<file path="config.mk">
export PLATFORM = sky130hd
export DESIGN_NAME = game_tick_gen_flat
export DESIGN_NICKNAME = d
export VERILOG_FILES = /design/src/rtl/game_tick_gen_if.sv /design/src/rtl/game_tick_gen.sv /design/src/flat_wrapper.sv
export SDC_FILE = /design/constraint.sdc
export NUM_CORES = 1
export LEC_CHECK = 0
export ABC_AREA = 1
export CORE_MARGIN = 2
export CORE_UTILIZATION = 50
export DETAILED_ROUTE_END_ITERATION = 8
export GPL_TIMING_DRIVEN = 0
export MAX_ROUTING_LAYER = met4
export PLACE_DENSITY_LB_ADDON = 0.25
export SYNTH_ARGS = -nofsm -noshare
export SYNTH_HDL_FRONTEND = slang
export SYNTH_SLANG_ARGS = --single-unit
</file>
<file path="constraint.sdc">
create_clock -name clk_50Mhz_in -period 1.9 [get_ports clk_50Mhz_in]
set_input_delay 0.19 -clock clk_50Mhz_in [delete_from_list [all_inputs] [get_ports clk_50Mhz_in]]
set_output_delay 0.19 -clock clk_50Mhz_in [all_outputs]
set_load 0.05 [all_outputs]
</file>
<file path="src/rtl/game_tick_gen_if.sv">
// Signal bundle between the game tick generator and its neighbours: raw tick-source
// inputs from the board/VGA side and the tick strobes consumed by game logic.
interface game_tick_gen_if #(
    parameter int CNT_W = 16
);
    logic [1:0]       mode_in;
    logic             frame_sync_in;
    logic             key_step_in;
    logic             clk_25Mhz_out;
    logic             pix_en_out;
    logic             tick_out;
    logic             slow_tick_out;
    logic [CNT_W-1:0] tick_count_out;

    modport master (
        output mode_in,
        output frame_sync_in,
        output key_step_in,
        input  clk_25Mhz_out,
        input  pix_en_out,
        input  tick_out,
        input  slow_tick_out,
        input  tick_count_out
    );

    modport slave (
        input  mode_in,
        input  frame_sync_in,
        input  key_step_in,
        output clk_25Mhz_out,
        output pix_en_out,
        output tick_out,
        output slow_tick_out,
        output tick_count_out
    );
endinterface

</file>
<file path="src/rtl/game_tick_gen.sv">
// Game tick generator: pixel clock/enable, a game-tick strobe from a run-time selected
// source (frame sync, rate divider, debounced key, pause), a slow strobe and a tick counter.
module game_tick_gen #(
    parameter int CLK_HZ          = 50000000,
    parameter int TICK_HZ         = 60,
    parameter int PIX_DIV         = 2,
    parameter int DEBOUNCE_CYCLES = 500000,
    parameter int SLOW_DIV        = 4,
    parameter int CNT_W           = 16
) (
    input  logic           clk_50Mhz_in,
    input  logic           reset_in,
    game_tick_gen_if.slave bus
);

    localparam int DIV    = CLK_HZ / TICK_HZ;
    localparam int DIV_W  = (DIV > 1) ? $clog2(DIV) : 1;
    localparam int PIX_W  = $clog2(PIX_DIV);
    localparam int DEB_W  = $clog2(DEBOUNCE_CYCLES + 1);
    localparam int SLOW_W = $clog2(SLOW_DIV + 1);

    localparam logic [DIV_W-1:0]  DIV_LAST  = DIV_W'(DIV - 1);
    localparam logic [PIX_W-1:0]  PIX_LAST  = PIX_W'(PIX_DIV - 1);
    localparam logic [PIX_W-1:0]  PIX_HALF  = PIX_W'(PIX_DIV / 2 - 1);
    localparam logic [DEB_W-1:0]  DEB_LAST  = DEB_W'(DEBOUNCE_CYCLES - 1);
    localparam logic [SLOW_W-1:0] SLOW_LAST = SLOW_W'(SLOW_DIV - 1);

    typedef enum logic [1:0] {
        MODE_FRAME = 2'd0,
        MODE_DIV   = 2'd1,
        MODE_KEY   = 2'd2,
        MODE_PAUSE = 2'd3
    } mode_e;

    logic [1:0]        mode_meta_q;
    mode_e             mode_sync_q;
    logic              frame_meta_q, frame_sync_q;
    logic              key_meta_q, key_sync_q;

    mode_e             mode_prev_q, mode_prev_d;
    logic              frame_prev_q, frame_prev_d;
    logic              key_acc_q, key_acc_d;
    logic [DEB_W-1:0]  deb_q, deb_d;
    logic [DIV_W-1:0]  div_q, div_d;
    logic [PIX_W-1:0]  pix_q, pix_d;
    logic              pix_clk_q, pix_clk_d;
    logic              pix_en_q, pix_en_d;
    logic              tick_q, tick_d;
    logic              slow_tick_q, slow_tick_d;
    logic [SLOW_W-1:0] slow_cnt_q, slow_cnt_d;
    logic [CNT_W-1:0]  tick_cnt_q, tick_cnt_d;

    logic              mode_change;
    logic              frame_rise;
    logic              div_wrap;
    logic              key_press;
    logic              src_event;

    // Reset values park the mode in pause and the key as released so nothing ticks spuriously.
    always_ff @(posedge clk_50Mhz_in or negedge reset_in) begin
        if (!reset_in) begin
            mode_meta_q  <= 2'd3;
            mode_sync_q  <= MODE_PAUSE;
            frame_meta_q <= 1'b0;
            frame_sync_q <= 1'b0;
            key_meta_q   <= 1'b1;
            key_sync_q   <= 1'b1;
        end else begin
            mode_meta_q  <= bus.mode_in;
            mode_sync_q  <= mode_e'(mode_meta_q);
            frame_meta_q <= bus.frame_sync_in;
            frame_sync_q <= frame_meta_q;
            key_meta_q   <= bus.key_step_in;
            key_sync_q   <= key_meta_q;
        end
    end

    always_ff @(posedge clk_50Mhz_in or negedge reset_in) begin
        if (!reset_in) begin
            mode_prev_q  <= MODE_PAUSE;
            frame_prev_q <= 1'b0;
            key_acc_q    <= 1'b1;
            deb_q        <= '0;
            div_q        <= '0;
            pix_q        <= '0;
            pix_clk_q    <= 1'b0;
            pix_en_q     <= 1'b0;
            tick_q       <= 1'b0;
            slow_tick_q  <= 1'b0;
            slow_cnt_q   <= '0;
            tick_cnt_q   <= '0;
        end else begin
            mode_prev_q  <= mode_prev_d;
            frame_prev_q <= frame_prev_d;
            key_acc_q    <= key_acc_d;
            deb_q        <= deb_d;
            div_q        <= div_d;
            pix_q        <= pix_d;
            pix_clk_q    <= pix_clk_d;
            pix_en_q     <= pix_en_d;
            tick_q       <= tick_d;
            slow_tick_q  <= slow_tick_d;
            slow_cnt_q   <= slow_cnt_d;
            tick_cnt_q   <= tick_cnt_d;
        end
    end

    always_comb begin
        mode_prev_d  = mode_sync_q;
        frame_prev_d = frame_sync_q;
        mode_change  = (mode_sync_q != mode_prev_q);
        frame_rise   = frame_sync_q & ~frame_prev_q;

        pix_d     = (pix_q == PIX_LAST) ? '0 : pix_q + 1'b1;
        pix_clk_d = pix_clk_q ^ ((pix_q == PIX_HALF) || (pix_q == PIX_LAST));
        pix_en_d  = (pix_d == PIX_LAST);

        // The debouncer runs in every mode; only the press edge is ever turned into a tick.
        key_acc_d = key_acc_q;
        deb_d     = '0;
        key_press = 1'b0;
        if (key_sync_q != key_acc_q) begin
            if (deb_q == DEB_LAST) begin
                key_acc_d = ~key_acc_q;
                key_press = key_acc_q;
            end else begin
                deb_d = deb_q + 1'b1;
            end
        end

        // Held at zero outside divider mode so the first tick lands DIV cycles after entry.
        div_d    = '0;
        div_wrap = 1'b0;
        if (mode_sync_q == MODE_DIV) begin
            if (div_q == DIV_LAST) begin
                div_wrap = 1'b1;
            end else begin
                div_d = div_q + 1'b1;
            end
        end

        src_event = 1'b0;
        case (mode_sync_q)
            MODE_FRAME: src_event = frame_rise;
            MODE_DIV:   src_event = div_wrap;
            MODE_KEY:   src_event = key_press;
            default:    src_event = 1'b0;
        endcase

        tick_d = src_event & ~mode_change & ~tick_q;

        slow_cnt_d  = slow_cnt_q;
        slow_tick_d = 1'b0;
        tick_cnt_d  = tick_cnt_q;
        if (tick_d) begin
            tick_cnt_d = tick_cnt_q + 1'b1;
            if (slow_cnt_q == SLOW_LAST) begin
                slow_cnt_d  = '0;
                slow_tick_d = 1'b1;
            end else begin
                slow_cnt_d = slow_cnt_q + 1'b1;
            end
        end
    end

    assign bus.clk_25Mhz_out  = pix_clk_q;
    assign bus.pix_en_out     = pix_en_q;
    assign bus.tick_out       = tick_q;
    assign bus.slow_tick_out  = slow_tick_q;
    assign bus.tick_count_out = tick_cnt_q;

endmodule
</file>
<file path="src/flat_wrapper.sv">
// flat-port wrapper written by rule: the top's interface ports become plain ports
module game_tick_gen_flat 
#(
    parameter int CLK_HZ          = 50000000,
    parameter int TICK_HZ         = 60,
    parameter int PIX_DIV         = 2,
    parameter int DEBOUNCE_CYCLES = 500000,
    parameter int SLOW_DIV        = 4,
    parameter int CNT_W           = 16
)
  (clk_50Mhz_in, reset_in, bus_mode_in, bus_frame_sync_in, bus_key_step_in, bus_clk_25Mhz_out, bus_pix_en_out, bus_tick_out, bus_slow_tick_out, bus_tick_count_out);
  game_tick_gen_if #(.CNT_W(CNT_W)) bus_i ();
  input  logic clk_50Mhz_in;
  input  logic reset_in;
  input wire logic [$bits(bus_i.mode_in)-1:0] bus_mode_in;
  input wire logic [$bits(bus_i.frame_sync_in)-1:0] bus_frame_sync_in;
  input wire logic [$bits(bus_i.key_step_in)-1:0] bus_key_step_in;
  output wire logic [$bits(bus_i.clk_25Mhz_out)-1:0] bus_clk_25Mhz_out;
  output wire logic [$bits(bus_i.pix_en_out)-1:0] bus_pix_en_out;
  output wire logic [$bits(bus_i.tick_out)-1:0] bus_tick_out;
  output wire logic [$bits(bus_i.slow_tick_out)-1:0] bus_slow_tick_out;
  output wire logic [$bits(bus_i.tick_count_out)-1:0] bus_tick_count_out;
  assign bus_i.mode_in = bus_mode_in;
  assign bus_i.frame_sync_in = bus_frame_sync_in;
  assign bus_i.key_step_in = bus_key_step_in;
  assign bus_clk_25Mhz_out = bus_i.clk_25Mhz_out;
  assign bus_pix_en_out = bus_i.pix_en_out;
  assign bus_tick_out = bus_i.tick_out;
  assign bus_slow_tick_out = bus_i.slow_tick_out;
  assign bus_tick_count_out = bus_i.tick_count_out;
  game_tick_gen #(.CLK_HZ(CLK_HZ), .TICK_HZ(TICK_HZ), .PIX_DIV(PIX_DIV), .DEBOUNCE_CYCLES(DEBOUNCE_CYCLES), .SLOW_DIV(SLOW_DIV), .CNT_W(CNT_W)) u_core (.clk_50Mhz_in(clk_50Mhz_in), .reset_in(reset_in), .bus(bus_i));
endmodule
</file>
==> results of run 1 <==
[synthesized netlist by cell type (all sizes together) (2+ instances only)]
cell type | n | area (um^2)
o21ai | 8 | 40.04
xnor2 | 8 | 70.07
inv | 62 | 232.7
nand4 | 11 | 68.82
nor2 | 70 | 270.3
buf | 7 | 58.80
nand3 | 51 | 265.3
a21oi | 15 | 86.34
nor3b | 2 | 15.01
nand2 | 120 | 460.4
xor2 | 15 | 131.4
ha | 5 | 62.56
nor3 | 24 | 136.4
nand3b | 3 | 22.52
dfstp | 9 | 236.5
dfrtp | 65 | 1627
[state kept, by name, summed over array words and instances (netlist names)]
signal	flops
u_core.mode_prev_q	2
u_core.bus.tick_out	1
u_core.bus.clk_25Mhz_out	1
u_core.mode_prev_d	2
u_core.mode_meta_q	2
u_core.div_q	20
u_core.slow_cnt_q	3
u_core.frame_prev_d	1
u_core.frame_prev_q	1
u_core.bus.slow_tick_out	1
u_core.bus.tick_count_out	16
u_core.frame_meta_q	1
u_core.pix_q	1
u_core.key_meta_q	1
u_core.deb_q	19
u_core.key_sync_q	1
u_core.key_acc_q	1
[where the power goes]
group,internal (mW),switching (mW)
logic,0.103,0.194
registers,1.63,0.0418
clock network,0.646,0.557
[layer usage]
| layer | part of all wire | global-route usage | wire length [um] |
|---|---|---|---|
| met5 | 0 | - | 0 |
| met4 | 0.018 | 0.07955 | 144 |
| met3 | 0.040 | 0.03237 | 324 |
| met2 | 0.48 | 0.3297 | 3879 |
| met1 | 0.46 | 0.2730 | 3733 |
[layout make-up]
type	instances	share of cell area
sequential	74	0.4173
inverter	62	0.05213
multi-input combinational	339	0.3831
clock inverter	2	0.008408
clock buffer	14	0.03419
buffer	7	0.01317
timing repair buffer	27	0.06390
tap	99	0.02775
[through the flow]
stage / area [um^2] / hold WS, ps
after global routing: 4464 / 165.6
after floorplan: 3834 / -105.6
after CTS: 4436 / 163.8
final: 4464 / 174.9
after detailed placement: 4233 / -9.606
after global placement: 4208 / 335.7
[how the worst max path moves through the flow]
stage	endpoint	startpoint	slack (ps)
after floorplan	u_core.bus.tick_count_out[11]$_DFFE_PN0P_	u_core.bus.tick_count_out[0]$_DFFE_PN0P_	180
after global placement	u_core.bus.tick_count_out[3]$_DFFE_PN0P_	reset_in	-1880
after detailed placement	u_core.deb_q[11]$_DFF_PN0_	u_core.deb_q[0]$_DFF_PN0_	8
after CTS	bus_tick_count_out[3]	u_core.bus.tick_count_out[3]$_DFFE_PN0P_	60
after global routing	u_core.div_q[16]$_DFF_PN0_	u_core.div_q[0]$_DFF_PN0_	-10
final	bus_tick_count_out[3]	u_core.bus.tick_count_out[3]$_DFFE_PN0P_	80
[repair_timing]
| item | in CTS | in global routing |
|---|---|---|
| hold buffers | 1 | 0 |
| setup endpoints to repair | 1 | 27 |
| gates cloned | 0 | 0 |
| buffers inserted | 0 | 0 |
| pin swaps | 0 | 0 |
| hold endpoints to repair | 65 | 0 |
| resized for setup | 1 | 8 |
[worst register-to-register path: stages (launching register included)]
cell	delay, ps
dfrtp_1	430
inv_1	90
nor3_4	250
nand2_2	110
nor2_1	320
nand3b_1	180
o21ai_0	200
a21oi_1	60
[kinds of logic after synthesis]
family	count (synthesis)	share of synthesized area
XOR/XNOR	23	0.05255
AND/OR/NAND/NOR	285	0.3303
flip-flops	74	0.4860
adder cells (fa/ha/maj)	5	0.01632
AO/OA/AOI/OAI	26	0.03884
buffers and inverters	69	0.07604
==> results.yml, run 1 <==
logic_synthesis:
  syn_inst: 482
  synth_flop_cell: "dfrtp_1"
  syn-cell-area_um2: 3834
  synth_area_per_cell_um2: 7.954
  ys_async_sr_fraction: 1.000
  synth_fp_nets: 493
  synth_edf_count: 0
  yosysWarnings: 0
  yosysSeqAreaShare: 0.4860
  synthDistinctLibCells: 32
  ys_seq_elements: 74
run_status:
  status: "finished, final reports clean"
placement:
  post-place-cells: 607
  post-place-ws_ps: 7.588
  portBuffers: 25
  dpl.hpwl_mm: 5.577
  gp_congestion: 0.8898
timing:
  finalCriticalPeriod_ps: 1823
  setup_viol: 0
  finalMaxSlewViolations: 0
  hold_viol: 0
  fmax_mhz: 548.6
  tns_ps: 0
  fin_ws_ps: 77.02
  min_period_over_period: 0.9595
  max_slew_margin: 0.6621
  finClkSkew_ps: 10.78
  tightest_slew_ps: 505.2
routing:
  drc: 0
  via_count: 3246
  dr.pass1.iters: 4
  drtIter0Drc: 215
  routed_via_density: 5.202
  ant_nets: 0
  post_drt_wl_per_cell_um: 12.95
  wl_mm: 8.082
finish:
  n_antenna_cell: 0
  layout_common_cells: "nand2_1, dfrtp_1, nor2_1, inv_1, nand3_1"
  synthToLayoutAreaGrowth_pct: 16.45
  multi_input_area_um2: 1710
  nets: 531
  final_core_util: 0.6090
  fillers: 643
  final_common_cell: "nand2_1"
  register_area_um2: 1863
  instances_no_fill: 624
  drive_gt1_frac: 0.1010
global_route:
  grt_first_pass_wirelength_mm: 13.79
  grt_max_degree: 74
  grt_overflow: 0
  grt_pass1_vias: 3079
  grt_antenna_before_repair: 0
  globalRouteTotalUtil: 0.2090
power_and_ir_drop:
  powerDensity_nw_per_um2: 710.8
  peakVddDrop_mv: 0.6984
  power.leakage_nw: 1.973
  p_total_mw: 3.173
worst_setup_path:
  path_class: "reg2out"
  cpPeakStageDelay_ps: 840
  cp_slowest_cell: "clkdlybuf4s50_1"
  crit_required_ps: 1710
  r2r_slack_ps: 140
  worstPathArrival_ps: 1630
  path_cells: "clkdlybuf4s50_1"
  cp_top_family: "buffers and inverters"
  rr_worst_depth: 7
  rr_endpoint: "u_core.div_q[13]$_DFF_PN0_"
  r2r_start: "u_core.div_q[2]$_DFF_PN0_"
  path_buf_inv: 1
  cp.depth: 1
  cp-end-kind: "primary output"
  crit_fanout: 6
  startpoint_type: "flop"
floorplan:
  boundaryPins: 26
  dieHeight_um: 91.57
  die-area_um2: 8384
  core_area_um2: 7331
  initial_core_util: 0.5230
  die_width_um: 91.57
  placementRows: 31
cts:
  cts-root-buf: "clkbuf_8"
  path_clk_slew_ps: 80
  cts_tree: "yes"
  clock_latency_ps: 340
  htreeDepth: 3
  cts_sinks: 74
  ctsLongestPathBuffers: 2
  cts_buffers: 9
worst_hold_path:
  hold_path_class: "in2async"
job:
  maxCapViolCount: 0
Power figures use the tool's default switching activity.
==> run 2, diff against run 1 <==
- CTS_CLUSTER_DIAMETER: default -> 40
==> results of run 2 <==
Final layout, timing and power as in run 1 (identical DEF).
